$ cat src/rtl/booth_dot_accumulator.sv
// Signed dot-product accumulator fed by a Booth multiplier's level-style done.
// Optional macro BOOTH_ACC_SAT_EN: saturate on signed overflow instead of wrapping.
module booth_dot_accumulator #(
  parameter int ACC_W = 24,
  parameter int CNT_W = 8
) (
  input  logic             clk,
  input  logic             rstn,
  input  logic             prod_valid,
  input  logic [15:0]      prod,
  input  logic [CNT_W-1:0] len,
  input  logic             clear,
  output logic [ACC_W-1:0] acc_out,
  output logic             out_valid,
  input  logic             out_ready,
  output logic             busy,
  output logic             ovf
);

  typedef enum logic [1:0] {
    IDLE,
    ACCUM,
    HOLD
  } state_t;

  localparam logic [ACC_W-1:0] MAXV =
    {1'b0, {(ACC_W-1){1'b1}}};
  localparam logic [ACC_W-1:0] MINV =
    {1'b1, {(ACC_W-1){1'b0}}};

  state_t           state_q;
  logic             pv_q;
  logic [ACC_W-1:0] acc_q;
  logic [CNT_W-1:0] rem_q;
  logic             ovf_q;
  logic             out_valid_q;
  logic             busy_q;

  logic             accept;
  logic             start;
  logic [ACC_W-1:0] ext;
  logic [ACC_W-1:0] sum;
  logic             add_ovf;
  logic [ACC_W-1:0] acc_d;
  logic [CNT_W-1:0] len_m1;

  assign accept = prod_valid & ~pv_q;
  assign ext    = ACC_W'($signed(prod));
  assign sum    = acc_q + ext;
  assign add_ovf = (acc_q[ACC_W-1] == ext[ACC_W-1]) &&
                   (sum[ACC_W-1] != acc_q[ACC_W-1]);
  assign len_m1 = (len == '0) ? '0 : len - CNT_W'(1);

  // A run starts from IDLE, or from HOLD when the result leaves this cycle.
  assign start = accept &&
                 ((state_q == IDLE) ||
                  ((state_q == HOLD) && out_ready));

  // Next accumulator value: wrap or clamp on signed overflow.
  always_comb begin
    acc_d = sum;
`ifdef BOOTH_ACC_SAT_EN
    if (add_ovf) begin
      acc_d = acc_q[ACC_W-1] ? MINV : MAXV;
    end
`else
    if (add_ovf) begin
      acc_d = sum;
    end
`endif
  end

  // Edge detector on done; keeps tracking even during clear.
  always_ff @(posedge clk or negedge rstn) begin
    if (!rstn) begin
      pv_q <= 1'b0;
    end else begin
      pv_q <= prod_valid;
    end
  end

  // Run control FSM with registered handshake and status outputs.
  always_ff @(posedge clk or negedge rstn) begin
    if (!rstn) begin
      state_q     <= IDLE;
      acc_q       <= '0;
      rem_q       <= '0;
      ovf_q       <= 1'b0;
      out_valid_q <= 1'b0;
      busy_q      <= 1'b0;
    end else if (clear) begin
      state_q     <= IDLE;
      acc_q       <= '0;
      rem_q       <= '0;
      ovf_q       <= 1'b0;
      out_valid_q <= 1'b0;
      busy_q      <= 1'b0;
    end else if (start) begin
      acc_q  <= ext;
      rem_q  <= len_m1;
      ovf_q  <= 1'b0;
      busy_q <= 1'b1;
      if (len_m1 == '0) begin
        state_q     <= HOLD;
        out_valid_q <= 1'b1;
      end else begin
        state_q     <= ACCUM;
        out_valid_q <= 1'b0;
      end
    end else begin
      case (state_q)
        IDLE: begin
          out_valid_q <= 1'b0;
          busy_q      <= 1'b0;
        end
        ACCUM: begin
          if (accept) begin
            acc_q <= acc_d;
            ovf_q <= ovf_q | add_ovf;
            rem_q <= rem_q - CNT_W'(1);
            if (rem_q == CNT_W'(1)) begin
              state_q     <= HOLD;
              out_valid_q <= 1'b1;
            end
          end
        end
        HOLD: begin
          if (out_ready) begin
            state_q     <= IDLE;
            out_valid_q <= 1'b0;
            busy_q      <= 1'b0;
          end
        end
        default: begin
          state_q     <= IDLE;
          out_valid_q <= 1'b0;
          busy_q      <= 1'b0;
        end
      endcase
    end
  end

  assign acc_out   = out_valid_q ? acc_q : '0;
  assign out_valid = out_valid_q;
  assign busy      = busy_q;
  assign ovf       = ovf_q;

endmodule

$ cat config.mk
export PLATFORM = sky130hd
export DESIGN_NAME = booth_dot_accumulator
export DESIGN_NICKNAME = d
export VERILOG_FILES = /design/src/rtl/booth_dot_accumulator.sv
export SDC_FILE = /design/constraint.sdc
export NUM_CORES = 1
export LEC_CHECK = 0
export BUFFER_PORTS_ARGS = -buffer_cell sky130_fd_sc_hd__buf_4
export CORE_UTILIZATION = 35
export CTS_CLUSTER_SIZE = 25
export DETAILED_ROUTE_END_ITERATION = 12
export PLACE_DENSITY = 0.5
export REMOVE_ABC_BUFFERS = 1
export SLEW_MARGIN = 20
export SYNTH_ARGS = -nofsm -noshare
export SYNTH_HDL_FRONTEND = slang
export SYNTH_SLANG_ARGS = --single-unit
$ cat constraint.sdc
create_clock -name clk -period 4.6 [get_ports clk]
set_clock_uncertainty 0.15 [all_clocks]
set_input_delay 0.69 -clock clk [delete_from_list [all_inputs] [get_ports clk]]
set_output_delay 0.69 -clock clk [all_outputs]
set_load 0.02 [all_outputs]
==> impl_metrics.ini <==
[synthesis]
synth_edf_count = 0
synth_top_area_cell = dfrtp_1
netlist_area_um2 = 3825
ys_ff_latch = 38
synth_ff_type = dfrtp_1
synthTopCellsByArea = dfrtp_1 25%, ha_1 8.8%, a21oi_1 5.4%
synth_top_area_share_pct = 24.86
syn_avg_cell_area_um2 = 7.806
yosysSeqAreaShare_pct = 24.86
yosysMostFrequentCell = nand2_1
ys_types = 66
synth-async-reset-ratio_pct = 100.0
synth_cells = 490
ys_warn_count = 0
ys_top_cells_by_count = 47 x nand2_1, 41 x a21oi_1, 40 x nor2_1

[routing]
vias = 3817
firstDrtPassIters = 6
first_iter_violations = 142
viasPerCell = 5.740
final_antenna_net_count = 0
totalWireLength_um = 11260
avgRoutedWirePerCell_um = 16.94
drc_errors = 0

[worst_setup_path]
critPathBufInv = 2
max_stage_delay_ns = 0.38
critPathKind = in -> reg
crit_path_start_kind = input pin
worstPathArrival_ns = 2.82
cp_max_fo = 5
critPathSlowestCell = fa_1
crit_chain = buf_4 > ha_1 > inv_1 > fa_1 > nand2b_1 > a21oi_2 > o211ai_1 > a211o_1 > and3b_1 > o32ai_1
crit_family = compound AO/OA/AOI/OAI gates
cp.required_ns = 4.65
r2r_slack_ns = 1.91
endpoint_kind = register

[timing]
final.setup.tns_ns = 0
finalHoldViolations = 0
fmax_mhz = 360.6
period_needed_ns = 2.774
setup_ws_ns = 1.826
slew_viol_final = 0
relSlewSlack_pct = 37.59
rsz0062_at_grt = no
finalSetupViolCount = 0
period_share_pct = 60.29
worst_pin_slew_ns = 0.9361

[clock_tree]
path_clk_slew_ns = 0.08
postCtsSetupBuffers = 0
cts_made_buffers = 5
cts_buffer_depth = 2
ctsResizeCount = 0
ctsRootBufferMaster = clkbuf_8
htreeDepth = 2
cts_tree = done
hold_buffers = 0
tritoncts_num_sinks = 38
clk_latency_ns = 0.30

[layout]
syn2layout_area_growth_pct = 16.62
nNetsFinal = 585
antenna_cells = 0
layout-drive-gt1-share_pct = 15.88
fin_util_pct = 42.63

[floorplanning]
ios = 56
fp.dieW_um = 106.5
rows = 37
core_region_area_um2 = 10460
dieArea_um2 = 11350
start_util_pct = 36.56
die_h_um = 106.5

[placed_design]
place.port_buffers = 55
place_congestion = 0.8440
dp_slack_ns = 1.537
dp.final_hpwl_um = 8044

[power_and_ir_drop]
p_switching_w = 0.0004148
power.density_nw_per_um2 = 263.4
power_frac_clock_pct = 31.3
p_int_w = 0.0007600
p_leak_nw = 1.958
combPwrFrac_pct = 35.6
pwr-share-seq_pct = 33.1
switching_share_pct = 35.31
ir_worst_vdd_uv = 144.7

[hold_path]
hp-class = in -> async

[global_routing]
antenna_found_initial = 0
grt_pass1_vias = 3733
grt_max_degree = 39
grt_use_total_pct = 20.85
grt_remaining_overflow = 0
grt_pass1_wl_um = 18960

[run]
max-cap-violations = 0

[run_status]
status = complete, no violations
==> per-stage QoR <==
step	instance area [um2]	hold slack (ns)	instances	power (W)
global placement	4318	0.3463	657	0.0008086
global route	4461	0.2691	665	0.001256
CTS	4461	0.2462	665	0.001185
finish	4461	0.2036	665	0.001175
detailed placement	4318	0.3502	657	0.0008107
floorplan	3707	0.2444	463	0.0006810
==> layer usage <==
metal / share of wire (%) / track usage [%] / vias to the layer above
met5: 0 / 0 / -
met4: 0.59 / 5.284 / 0
met3: 4.1 / 2.943 / 6
met2: 46 / 33.81 / 85
met1: 49 / 28.98 / 1828
li1: - / - / 1898
==> cell usage in the layout, fill, tap and decap left out, drive strengths merged, types with 5 or more instances in the layout <==
cell type / n
a211oi: 9
a21o: 8
a21oi: 44
a22oi: 14
a311oi: 9
and2: 31
buf: 58
clkbuf: 6
dfrtp: 38
ha: 27
inv: 15
mux2i: 5
nand2: 47
nand2b: 12
nand3: 13
nand3b: 5
nand4: 7
nor2: 40
nor3: 18
o211ai: 8
o21ai: 35
o22ai: 6
or3: 9
xnor2: 6
==> path summary, 6_finish.rpt <==
kind,startpoint,depth (start not counted),end
max,prod[0],10,acc_q[20]
min,rstn,1,rem_q[6]
max reg2reg,acc_q[0],9,acc_q[20]
min reg2reg,ovf,2,ovf
max in group asynchronous,rstn,1,acc_q[18]
min in group clk,prod_valid,1,pv_q
==> sequential cells by signal, indices dropped and copies added, names as in the netlist <==
register and count:
rem_q 8, pv_q 1, acc_q 24, out_valid 1
ovf 1, busy 1, state_q 2
==> power groups by stage <==
stage / Sequential [W] / Clock [W] / Combinational, W
2_1_floorplan: 0.000388 / 0 / 0.000293
3_3_place_gp: 0.000396 / 0 / 0.000413
3_5_place_dp: 0.000396 / 0 / 0.000415
4_1_cts: 0.000389 / 0.000379 / 0.000417
5_1_grt: 0.000394 / 0.000389 / 0.000472
6_report: 0.000389 / 0.000368 / 0.000418
==> cells by family (layout without fill, tap and decap cells) <==
family,count (synthesis),count (layout),synth area share [%]
simple gates,197,197,27.09
flops,38,38,24.86
xor+xnor,9,9,2.061
buf+inv,42,81,4.547
compound gates,171,171,30.78
fa+ha+maj,28,28,9.355
mux,5,5,1.309
==> area by class of cell <==
type	count	area (um2)
clock buffers	6	82.58
multi-input cells	410	2705
flip-flops and latches	38	950.9
well taps	136	170.2
repair buffers	58	435.4
fillers	1117	6002
clock inverters	2	60.06
inverters	15	56.30
No activity file was read; power rests on OpenSTA's default activity.
